$ cat config.mk
export PLATFORM = sky130hd
export DESIGN_NAME = demux1to2_buf
export DESIGN_NICKNAME = d
export VERILOG_FILES = /design/src/rtl/demux1to2_buf_pkg.sv /design/src/rtl/demux1to2_buf_fifo2.sv /design/src/rtl/demux1to2_buf.sv
export SDC_FILE = /design/constraint.sdc
export NUM_CORES = 1
export LEC_CHECK = 0
export ABC_AREA = 1
export CAP_MARGIN = 20
export CORE_MARGIN = 4
export CORE_UTILIZATION = 50
export DETAILED_ROUTE_END_ITERATION = 6
export PLACE_DENSITY = 0.73
export SLEW_MARGIN = 20
export SYNTH_ARGS = -nofsm -noshare
export SYNTH_HDL_FRONTEND = slang
export SYNTH_HIERARCHICAL = 1
export SYNTH_SLANG_ARGS = --single-unit
$ cat constraint.sdc
create_clock -name clk -period 5.4 [get_ports clk]
set_input_delay 0.54 -clock clk [delete_from_list [all_inputs] [get_ports clk]]
set_output_delay 0.54 -clock clk [all_outputs]
set_load 0.03 [all_outputs]
$ cat src/rtl/demux1to2_buf_pkg.sv
// rtl/demux1to2_buf_pkg.sv - shared datapath constants and types for the buffered 1-to-2 demux
package demux1to2_buf_pkg;

    localparam int DATA_W      = 32;
    localparam int DEMUX_WIDTH = DATA_W;
    localparam int DEMUX_DEPTH = 2;

    localparam logic [1:0] CNT_EMPTY = 2'd0;
    localparam logic [1:0] CNT_FULL  = 2'd2;

    typedef enum logic {
        DEST_OUT1 = 1'b0,
        DEST_OUT2 = 1'b1
    } dest_e;

    // Occupancy after one cycle; push and pop together leave it unchanged.
    function automatic logic [1:0] next_count(
        input logic [1:0] cnt,
        input logic       push,
        input logic       pop
    );
        logic [1:0] nxt;
        nxt = cnt;
        case ({push, pop})
            2'b10:   nxt = cnt + 2'd1;
            2'b01:   nxt = cnt - 2'd1;
            default: nxt = cnt;
        endcase
        return nxt;
    endfunction

endpackage

$ cat src/rtl/demux1to2_buf_fifo2.sv
// rtl/demux1to2_buf_fifo2.sv - two-entry FIFO with push/pop/flush and full/empty flags
module demux1to2_buf_fifo2
    import demux1to2_buf_pkg::*;
#(
    parameter int WIDTH = DEMUX_WIDTH,
    parameter int DEPTH = DEMUX_DEPTH
) (
    input  logic             i_clk,
    input  logic             i_rst_n,
    input  logic             i_flush,
    input  logic             i_push,
    input  logic [WIDTH-1:0] i_data,
    input  logic             i_pop,
    output logic [WIDTH-1:0] o_data,
    output logic             o_full,
    output logic             o_empty
);

    logic [WIDTH-1:0] r_mem [DEPTH];
    logic             r_wptr;
    logic             r_rptr;
    logic [1:0]       r_count;

    logic             w_push;
    logic             w_pop;

    // Guard against overflow/underflow even if the caller misbehaves.
    assign w_push = i_push & (r_count != CNT_FULL);
    assign w_pop  = i_pop  & (r_count != CNT_EMPTY);

    always_ff @(posedge i_clk) begin
        if (!i_rst_n) begin
            r_wptr  <= 1'b0;
            r_rptr  <= 1'b0;
            r_count <= CNT_EMPTY;
            for (int i = 0; i < DEPTH; i++) begin
                r_mem[i] <= '0;
            end
        end else if (i_flush) begin
            r_wptr  <= 1'b0;
            r_rptr  <= 1'b0;
            r_count <= CNT_EMPTY;
        end else begin
            if (w_push) begin
                r_mem[r_wptr] <= i_data;
                r_wptr        <= ~r_wptr;
            end
            if (w_pop) begin
                r_rptr <= ~r_rptr;
            end
            r_count <= next_count(r_count, w_push, w_pop);
        end
    end

    assign o_data  = r_mem[r_rptr];
    assign o_full  = (r_count == CNT_FULL);
    assign o_empty = (r_count == CNT_EMPTY);

endmodule

$ cat src/rtl/demux1to2_buf.sv
// rtl/demux1to2_buf.sv - 1-to-2 demux with a two-entry FIFO on each output
module demux1to2_buf
    import demux1to2_buf_pkg::*;
#(
    parameter int WIDTH = DEMUX_WIDTH,
    parameter int DEPTH = DEMUX_DEPTH
) (
    input  logic             clk,
    input  logic             rst_n,
    input  logic             flush,
    input  logic [WIDTH-1:0] in_data,
    input  logic             sel,
    input  logic             in_valid,
    output logic             in_ready,
    output logic [WIDTH-1:0] out1_data,
    output logic             out1_valid,
    input  logic             out1_ready,
    output logic [WIDTH-1:0] out2_data,
    output logic             out2_valid,
    input  logic             out2_ready
);

    dest_e w_dest;
    logic  w_full1;
    logic  w_full2;
    logic  w_empty1;
    logic  w_empty2;
    logic  w_accept;
    logic  w_push1;
    logic  w_push2;
    logic  w_pop1;
    logic  w_pop2;

    assign w_dest = dest_e'(sel);

    // Ready looks only at registered full, so a pop never frees a slot in the same cycle.
    assign in_ready = ~flush & ((w_dest == DEST_OUT2) ? ~w_full2 : ~w_full1);

    assign w_accept = in_valid & in_ready;
    assign w_push1  = w_accept & (w_dest == DEST_OUT1);
    assign w_push2  = w_accept & (w_dest == DEST_OUT2);

    assign out1_valid = ~w_empty1;
    assign out2_valid = ~w_empty2;
    assign w_pop1     = out1_valid & out1_ready;
    assign w_pop2     = out2_valid & out2_ready;

    demux1to2_buf_fifo2 #(
        .WIDTH (WIDTH),
        .DEPTH (DEPTH)
    ) u_fifo1 (
        .i_clk   (clk),
        .i_rst_n (rst_n),
        .i_flush (flush),
        .i_push  (w_push1),
        .i_data  (in_data),
        .i_pop   (w_pop1),
        .o_data  (out1_data),
        .o_full  (w_full1),
        .o_empty (w_empty1)
    );

    demux1to2_buf_fifo2 #(
        .WIDTH (WIDTH),
        .DEPTH (DEPTH)
    ) u_fifo2 (
        .i_clk   (clk),
        .i_rst_n (rst_n),
        .i_flush (flush),
        .i_push  (w_push2),
        .i_data  (in_data),
        .i_pop   (w_pop2),
        .o_data  (out2_data),
        .o_full  (w_full2),
        .o_empty (w_empty2)
    );

endmodule

==> results of run 1 <==
## state kept, by name (all words and copies together), names as in the netlist, named ones only
register	cells
u_fifo2/r_wptr	1
u_fifo2/r_rptr	1
u_fifo1/r_rptr	1
u_fifo1/r_count	2
u_fifo2/r_count	2
u_fifo1/r_mem	64
u_fifo2/r_mem	64
u_fifo1/r_wptr	1
## cell type report
class	instances	share of cell area [%]
Clock inverter	10	1.35
Multi-Input combinational cell	259	20.3
Sequential cell	138	52.5
Timing Repair Buffer	105	13.6
Inverter	86	4.18
Clock buffer	20	5.66
Tap cell	147	2.38
## path summary, 6_finish.rpt
kind / start / end / slack [ns] / cells past startpoint
worst min-delay path: u_fifo2/r_rptr$_SDFFE_PP0P_ / flip-flop / 0.50 / 2
worst max-delay path: flush / u_fifo2/r_mem[0][24]$_SDFFCE_PN0P_ / 2.54 / 8
worst max register to register: u_fifo2/r_count[1]$_SDFFE_PP0P_ / u_fifo1/r_mem[0][5]$_SDFFCE_PN0P_ / 2.69 / 9
worst min register to register: u_fifo2/r_rptr$_SDFFE_PP0P_ / flip-flop / 0.50 / 2
## logic make-up after synthesis
family,after synthesis
DFF,138
AOI/OAI and AO/OA,6
muxes,64
and+or+nand+nor,187
buffers and inverters,106
adders and majority gates,2
## synthesized netlist by cell type, types with 2 or more instances
library cell	instances
mux2_1	4
nor2_2	6
nand3_4	2
nand2_2	3
nor2_4	2
buf_6	12
edfxtp_1	128
clkbuf_1	2
o21ai_0	4
nor2_1	149
inv_1	86
ha_1	2
nand4_1	2
buf_4	6
dfxtp_1	10
nand2_1	20
a21oi_1	2
mux2_2	60
nor3_1	2
## layer usage
metal  up-vias  global-route usage [%]  part of all wire (%)
met2       143                    28.7                    49
li1       1838                       -                     -
met1      1765                    22.0                    42
met4         0                    5.43                  0.91
met5         -                       0                     0
met3        12                    5.65                   7.5
## worst min-delay path, stage by stage, from the launching register on
cell and delay [ns]:
dfxtp_1 0.33, nor2_1 0.06, nor2_1 0.09
## power by group
part	total [mW]	internal (mW)	switching [mW]
logic	0.215	0.0893	0.126
registers	1.22	1.21	0.0107
clock network	1.06	0.667	0.393
total	2.49	1.96	0.530
==> impl_results.md, run 1 <==
* Cell family with most CP delay: simple AND/OR/NAND/NOR gates
* Pwr dens at 323 nW/um^2
* Synth Area in Compound Gates at 0.491%
* Kind of critical path: input port to flip-flop
* Core area at ~12000 sq um
* Dpl cells at 735
* Register area at 4050 sq um
* Setup crit end kind: flip-flop
* Setup ws final at roughly 2.5 ns
* Post-synth EDFFs at about 130
* WP data arrival at 2.89 ns
* Synth cell types at 20
* Multi-input logic area at 1570 sq um
* # resized after CTS at 0
* Slew Limit Fails at 0
* Layout Cells excl Fill at 765
* Root Buffer: clkbuf_16
* Hold Crit Class: flip-flop to flip-flop
* Top cell type's share of synthesized area at 62.9%
* Clock Tree Buf Depth at 2
* # port buffers at ~110
* CTS Hold Bufs at 0
* Endpoints failing hold at 0
* Largest family of logic cells by synthesized area: simple AND/OR/NAND/NOR gates
* Total power at 2.49 mW
* Antenna diodes at 0
* Nets at 648
* Seq/Total Area, Yosys at between 60 and 70%
* Crit share post-route at between 50 and 60%
* Async S/R FF share, synth at 0%
* Top post-synthesis cells by area: edfxtp_1 (63%), mux2_2 (11%), nor2_1 (9.1%)
* Crit path max fanout at 34
* Sink Count at 138
* Max transition margin at roughly 44%
* Vias in the first global route at 3825
* WHS at just over 0.5 ns
* Critical path's largest stage delay at 0.81 ns
* Synthesized-area fraction occupied by and/or/nand/nor cells at about 13%
* Max stage delay cell, worst path: nand2_2
* DP Area at 7170 sq um
* Yosys reg bits at 138
* Clock Latency Late Sink at roughly 0.40 ns
* Most used DFF post-synth: edfxtp_1
* Worst Tran Pin Value at ~0.84 ns
* CTS tree: yes
* Synth Area in Adders at 0.409%
* Via-to-Cell Ratio at 4.91
* Initial antenna violation count at 0
* Worst VDD drop at 0.187 mV
* Via count at ~3800
* DRT Pass-1 Iters at 5
* RSZ-0062 raised after global routing: no
* Largest net degree at the start of global routing at 35
* # IOs at 106
* Initial DRC count at between 200 and 300
* Net Count, Synth at 544
* Final core utilization at 64.2%
* DP Worst Slack at between 2 and 2.5 ns
* Synth area leader: edfxtp_1
* Global Route Usage Sum at between 10% and 20%
* First-pass GRT wire length at 18900 um
* Worst path bufs/invs at 3
* Site row count at 40
* Routed WL per cell at 15.7 um
* Die W at 119 um
* Crit path time final at 2.86 ns
* Post-route ant nets at 0
* Synth warn at 6
* Overflow after GRT at 0
* Worst path cell trace: clkdlybuf4s50_1 -> inv_1 -> nand4_2 -> nor2_1 -> inv_1 -> nor2_4 -> nand2_2 -> nand2_2
* Max-cap viol count at 0
* Crit path launch type: input port
* Full die area at ~14000 sq um
* # Post-CTS Setup Buffers at 0
* Synth-to-layout area growth at 26.2%
* Syn Area/Cell at 12.2 sq um
* Fmax at roughly 0.35 GHz
* Hpwl dp at 7710 um
* Most frequent cells in the layout: nor2_1 (149), edfxtp_1 (128), clkdlybuf4s50_1 (105)
* Clock Pin Slew Worst Setup and Hold Paths at 0.05 ns
* Starting Density at about half
* Detailed Route WL at 12000 um
* Status: finished, final reports clean
* Final Skew at between 0.005 and 0.006 ns
* Mapped Cells at roughly 500
* Routability cong. at 0.747
* XOR/XNOR Fraction of Synth Area at 0%
* Cell area after layout at between 7000 and 8000 sq um
* CP required at about 5.4 ns
* H-tree lvl count at 4
* Die height at between 100 and 150 um
* Share of cells above drive strength 1 at 17.2%
* Number of buffers created by CTS at 17
* Mux contribution to synthesized area at 11.8%
* Filler cell count at 919
* Most common cell after layout, fill and taps aside: nor2_1
* Area of the mapped netlist at 6110 sq um
* DRC Markers at 0
* Setup-failing EPs final at 0
* Fin Setup TNS at 0 ns
* Leak Pwr at 3.15 nW
Power figures use the tool's default switching activity.
==> inputs of run 2 (changes only) <==
clock period = 2.8 ns   (was 5.4 ns; I/O delays follow)
==> impl_results.md, run 2 (synthesized netlist as in run 1, its figures left out) <==
* Gr busiest metal: met2
* Leak Pwr at 3.27 nW (+3.9%)
* Critical path's largest stage delay at 0.59 ns (-0.22 ns)
* First-pass GRT wire length at 20300 um (+7.8%)
* Crit path time final at 2.58 ns
* Routed WL per cell at 16.4 um (+4.4%)
* Die height at 119 um (unchanged)
* Crit share post-route at 92.3%
* Clock Latency Late Sink at 0.41 ns (about the same)
* Hold Crit Class: flip-flop to flip-flop
* Dpl cells at 749 (+1.9%)
* DRC Markers at 0 (unchanged)
* # resized after CTS at 0 (unchanged)
* Worst path bufs/invs at 2 (-1)
* Register area at 4050 sq um (unchanged)
* Routability cong. at 0.728 (-2.4%)
* Worst Tran Pin Value at 0.461 ns (-0.375 ns)
* Slew Limit Fails at 0 (unchanged)
* Antenna diodes at 0 (unchanged)
* Hpwl dp at 8300 um (+7.7%)
* Pwr dens at 660 nW/um^2 (+100%)
* # Post-CTS Setup Buffers at 0 (unchanged)
* Post-route ant nets at 0 (unchanged)
* Max transition margin at 69.3% (+25 points)
* CTS tree: yes
* Multi-input logic area at 1570 sq um (unchanged)
* Filler cell count at 906 (-1.4%)
* Starting Density at 50.9% (unchanged)
* Share of cells above drive strength 1 at 19.6% (+2.4 points)
* Die W at 119 um (unchanged)
* Largest registers: u_fifo1/r_mem (64), u_fifo2/r_mem (64)
* Worst VDD drop at 0.389 mV (+110%)
* Most common cell after layout, fill and taps aside: nor2_1
* Global Route Usage Sum at 18.8% (+1.4 points)
* CP required at 2.52 ns (-2.91 ns)
* Initial antenna violation count at 0 (unchanged)
* Initial DRC count at 256 (-4.5%)
* Crit path max fanout at 17 (-50%)
* Fmax at 0.387 GHz
* Vias in the first global route at 4134 (+8.1%)
* Clock Tree Buf Depth at 2 (unchanged)
* Overflow after GRT at 0 (unchanged)
* WHS at 0.514 ns (+0.0103 ns)
* RSZ-0062 raised after global routing: no
* Final Skew at 0.00883 ns (+0.00343 ns)
* # IOs at 106 (unchanged)
* DRT Pass-1 Iters at 5 (unchanged)
* Synth-to-layout area growth at 30.0%
* Endpoints failing hold at 0 (unchanged)
* Max stage delay cell, worst path: clkdlybuf4s50_1
* Via count at 3860 (+2.7%)
* Core area at 12000 sq um (unchanged)
* Setup-failing EPs final at 0 (unchanged)
* Via-to-Cell Ratio at 4.94 (+0.61%)
* GRT met3 Usage at 8.23% (+2.6 points)
* Fin Setup TNS at 0 ns (unchanged)
* WP data arrival at 2.30 ns (-0.59 ns)
* CTS Hold Bufs at 0 (unchanged)
* Setup crit end kind: output port
* Cell family with most CP delay: buffers and inverters
* H-tree lvl count at 4 (unchanged)
* Status: finished, final reports clean
* Crit path launch type: flip-flop
* Sink Count at 138 (unchanged)
* Number of buffers created by CTS at 17 (unchanged)
* Most frequent cells in the layout: nor2_1 (149), edfxtp_1 (128), clkdlybuf4s50_1 (105)
* Nets at 662 (+2.2%)
* Layout Cells excl Fill at 781 (+2.1%)
* Met1 Use GR at 20.8% (-1.2 points)
* # port buffers at 105 (unchanged)
* Full die area at 14100 sq um (unchanged)
* Max-cap viol count at 0 (unchanged)
* Kind of critical path: flip-flop to output port
* Root Buffer: clkbuf_16
* Site row count at 40 (unchanged)
* Met2 Use GR at 33.4% (+4.7 points)
* Clock Pin Slew Worst Setup and Hold Paths at 0.06 ns (about the same)
* Worst path cell trace: buf_4 -> mux2_2 -> clkdlybuf4s50_1
* Detailed Route WL at 12800 um (+6.6%)
* Largest net degree at the start of global routing at 34 (-2.9%)
==> run 2: cell types whose count changed in the layout (fill, tap and decap cells not counted), sizes merged <==
cell | before | now
buf | 0 | 14
bufinv | 2 | 6
clkbuf | 20 | 19
clkinv | 6 | 5
==> run 2: layout make-up <==
type	count	share of cell area, %
flip-flops and latches	138	50.9
multi-input cells	259	19.7
repair buffers	119	14.7
clock buffers	19	5.45
inverters	86	4.06
clock inverters	13	2.82
well taps	147	2.31
==> run 2: power breakdown <==
| group | leakage, nW | internal, mW | switching, mW | total, mW |
|---|---|---|---|---|
| Clock | 0.317 | 1.66 | 0.810 | 2.47 |
| Sequential | 1.39 | 2.33 | 0.0207 | 2.35 |
| Combinational | 1.57 | 0.180 | 0.244 | 0.424 |
==> run 2: worst reg2reg max path: stages, from the launching register on <==
cell     delay, ns
dfxtp_1       0.41
nor2_2        0.09
nand2_1       0.10
nand4_2       0.10
nor2_1        0.11
inv_1         0.07
nor2_4        0.18
inv_1         0.08
ha_1          0.33
inv_1         0.10
nand2_1       0.07
nor2_1        0.12
nor2_1        0.05
nor2_1        0.11
==> run 2: path summary, 6_finish.rpt <==
check                                   from                         endpoint  slack (ns)  cells after the start
max reg2reg  u_fifo2/r_count[0]$_SDFFE_PP0P_  u_fifo1/r_count[1]$_SDFFE_PP0P_        0.80                     13
min reg2reg      u_fifo1/r_rptr$_SDFFE_PP0P_      u_fifo1/r_rptr$_SDFFE_PP0P_        0.51                      2
max                                flip-flop                    out1_data[19]        0.22                      3
min              u_fifo1/r_rptr$_SDFFE_PP0P_      u_fifo1/r_rptr$_SDFFE_PP0P_        0.51                      2
==> run 2: metal layers <==
metal | share of wire [%] | vias up
li1 | - | 1876
met2 | 52 | 117
met3 | 7.2 | 8
met1 | 41 | 1859
met4 | 0.58 | 0
met5 | 0 | -
==> run 2: stage by stage <==
stage | total power, mW | utilization, % | cell area (sq um) | worst slack [ns]
floorplan | 2.61 | - | 6110 | 0.513
global placement | 2.81 | 60.7 | 7290 | 0.653
detailed placement | 2.82 | 60.7 | 7290 | 0.509
CTS | 5.29 | 66.2 | 7950 | 0.158
global route | 5.43 | 66.2 | 7950 | 0.0925
finish | 5.25 | 66.2 | 7950 | 0.216
==> inputs of run 3 (changes only) <==
CELL_PAD_IN_SITES_DETAIL_PLACEMENT = 1   (was default)
CELL_PAD_IN_SITES_GLOBAL_PLACEMENT = 2   (was default)
CORE_UTILIZATION = 35   (was 50)
PLACE_DENSITY = 0.76   (was 0.73)
REMOVE_ABC_BUFFERS = 1   (was default)
==> impl_results.md, run 3 (synthesized netlist as in run 1, its figures left out) <==
* Status: finished, final reports clean
* Most frequent cells in the layout: nor2_1 (149), edfxtp_1 (128), clkdlybuf4s50_1 (105)
* FF-to-FF setup slack at 0.81 ns (about the same)
* Setup ws final at 0.317 ns (+0.101 ns)
* Via count at 3863 (+0.078%)
* Starting Density at 35.5% (-15 points)
* Die height at 140 um (+18%)
* Initial antenna violation count at 0 (unchanged)
* Antenna diodes at 0 (unchanged)
* Clock Latency Late Sink at 0.42 ns (about the same)
* Clock Power Share at 42.7% (-4.4 points)
* Combinational Power Share at 9.0% (+0.9 points)
* Hold Crit Class: flip-flop to flip-flop
* Max-cap viol count at 0 (unchanged)
* Overflow after GRT at 0 (unchanged)
* DRT Pass-1 Iters at 4 (-1)
* DP Worst Slack at 0.459 ns (-0.0505 ns)
* Endpoints failing hold at 0 (unchanged)
* Detailed Route WL at 14300 um (+12%)
* Setup-failing EPs final at 0 (unchanged)
* WP data arrival at 2.20 ns (-0.10 ns)
* Crit share post-route at 88.7% (-3.6 points)
* Crit path max fanout at 20 (+3)
* Max transition margin at 70.8% (+1.5 points)
* Hpwl dp at 9810 um (+18%)
* Via-to-Cell Ratio at 4.51 (-8.8%)
* Nets at 660 (-0.30%)
* Largest net degree at the start of global routing at 34 (unchanged)
* Worst Tran Pin Value at 0.436 ns (-0.0245 ns)
* Fin Setup TNS at 0 ns (unchanged)
* H-tree lvl count at 4 (unchanged)
* Final core utilization at 46.3% (-20 points)
* Synth-to-layout area growth at 30.7%
* Slew Limit Fails at 0 (unchanged)
* Full die area at 19600 sq um (+40%)
* CTS Hold Bufs at 0 (unchanged)
* Kind of critical path: flip-flop to output port
* Int Power at 3.73 mW (-11%)
* Most common cell after layout, fill and taps aside: nor2_1
* # Post-CTS Setup Buffers at 0 (unchanged)
* Setup crit end kind: output port
* Core area at 17200 sq um (+43%)
* Number of buffers created by CTS at 17 (unchanged)
* # IOs at 106 (unchanged)
* Routability cong. at 0.739 (+1.4%)
* Sink Count at 138 (unchanged)
* RSZ-0062 raised after global routing: no
* DRC Markers at 0 (unchanged)
* Site row count at 48 (+20%)
* Vias in the first global route at 4267 (+3.2%)
* First-pass GRT wire length at 22800 um (+12%)
* Crit path time final at 2.48 ns (-0.101 ns)
* Die W at 140 um (+18%)
* CP required at 2.52 ns (about the same)
* Pwr dens at 609 nW/um^2 (-7.8%)
* Final Skew at 0.00524 ns (-0.00358 ns)
* Reg power frac at 48.3% (+3.5 points)
* Clock Pin Slew Worst Setup and Hold Paths at 0.06 ns (about the same)
* Share of cells above drive strength 1 at 19.3% (-0.25 points)
* Leak Pwr at 3.23 nW (-1.4%)
* Psw at 1.13 mW (+5.1%)
* # resized after CTS at 0 (unchanged)
* Global Route Usage Sum at 15.1% (-3.7 points)
* # port buffers at 105 (unchanged)
* CTS tree: yes
* Root Buffer: clkbuf_16
* Clock Tree Buf Depth at 2 (unchanged)
* Worst VDD drop at 0.440 mV (+13%)
* Routed WL per cell at 16.7 um (+1.9%)
* Crit path launch type: flip-flop
* Largest registers: u_fifo1/r_mem (64), u_fifo2/r_mem (64)
* Fmax at 0.403 GHz (+4.1%)
* Post-route ant nets at 0 (unchanged)
* Sw frac at 23.2% (+2.8 points)
* Initial DRC count at 224 (-13%)
==> run 3: layout make-up <==
type | count | area (sq um)
Fill cell | 1794 | 9250
Sequential cell | 138 | 4050
Multi-Input combinational cell | 259 | 1570
Timing Repair Buffer | 117 | 1220
Clock buffer | 18 | 429
Inverter | 86 | 323
Tap cell | 225 | 282
Clock inverter | 14 | 123
==> run 3: per-stage QoR <==
stage | cell area [sq um] | total power [mW] | hold WS, ns | std cells
2_1_floorplan | 5930 | 2.61 | 0.463 | 483
3_3_place_gp | 7440 | 2.83 | 0.479 | 825
6_report | 7990 | 4.86 | 0.502 | 857
5_1_grt | 7990 | 5.05 | 0.540 | 857
3_5_place_dp | 7440 | 2.84 | 0.491 | 825
4_1_cts | 7990 | 4.93 | 0.503 | 857
==> run 3: routing by layer <==
layer	share of wire (%)	GRT usage [%]	vias to the layer above
met3	4.6	4.34	15
li1	-	-	1877
met5	0	0	-
met1	46	19.0	1890
met2	48	25.1	81
met4	1.3	5.25	0
==> run 3: critical path, cell delays in order (launching register included) <==
cell,delay [ns]
dfxtp_2,0.57
buf_12,0.24
mux2_2,0.36
clkdlybuf4s50_1,0.61
==> run 3: path summary, 6_finish.rpt <==
check / start / end / cells past startpoint
setup / recovery: flip-flop / out2_data[19] / 3
setup reg to reg: u_fifo2/r_count[0]$_SDFFE_PP0P_ / u_fifo1/r_mem[1][29]$_SDFFCE_PN0P_ / 9
hold / removal: u_fifo2/r_rptr$_SDFFE_PP0P_ / flip-flop / 2
hold reg to reg: u_fifo2/r_rptr$_SDFFE_PP0P_ / flip-flop / 2
==> run 3: power groups by stage <==
stage / Sequential, mW / Clock (mW) / Combinational [mW]
after CTS: 2.35 / 2.13 / 0.448
final: 2.35 / 2.08 / 0.439
after global routing: 2.36 / 2.22 / 0.472
after global placement: 2.39 / 0 / 0.441
after floorplan: 2.39 / 0 / 0.223
after detailed placement: 2.39 / 0 / 0.446
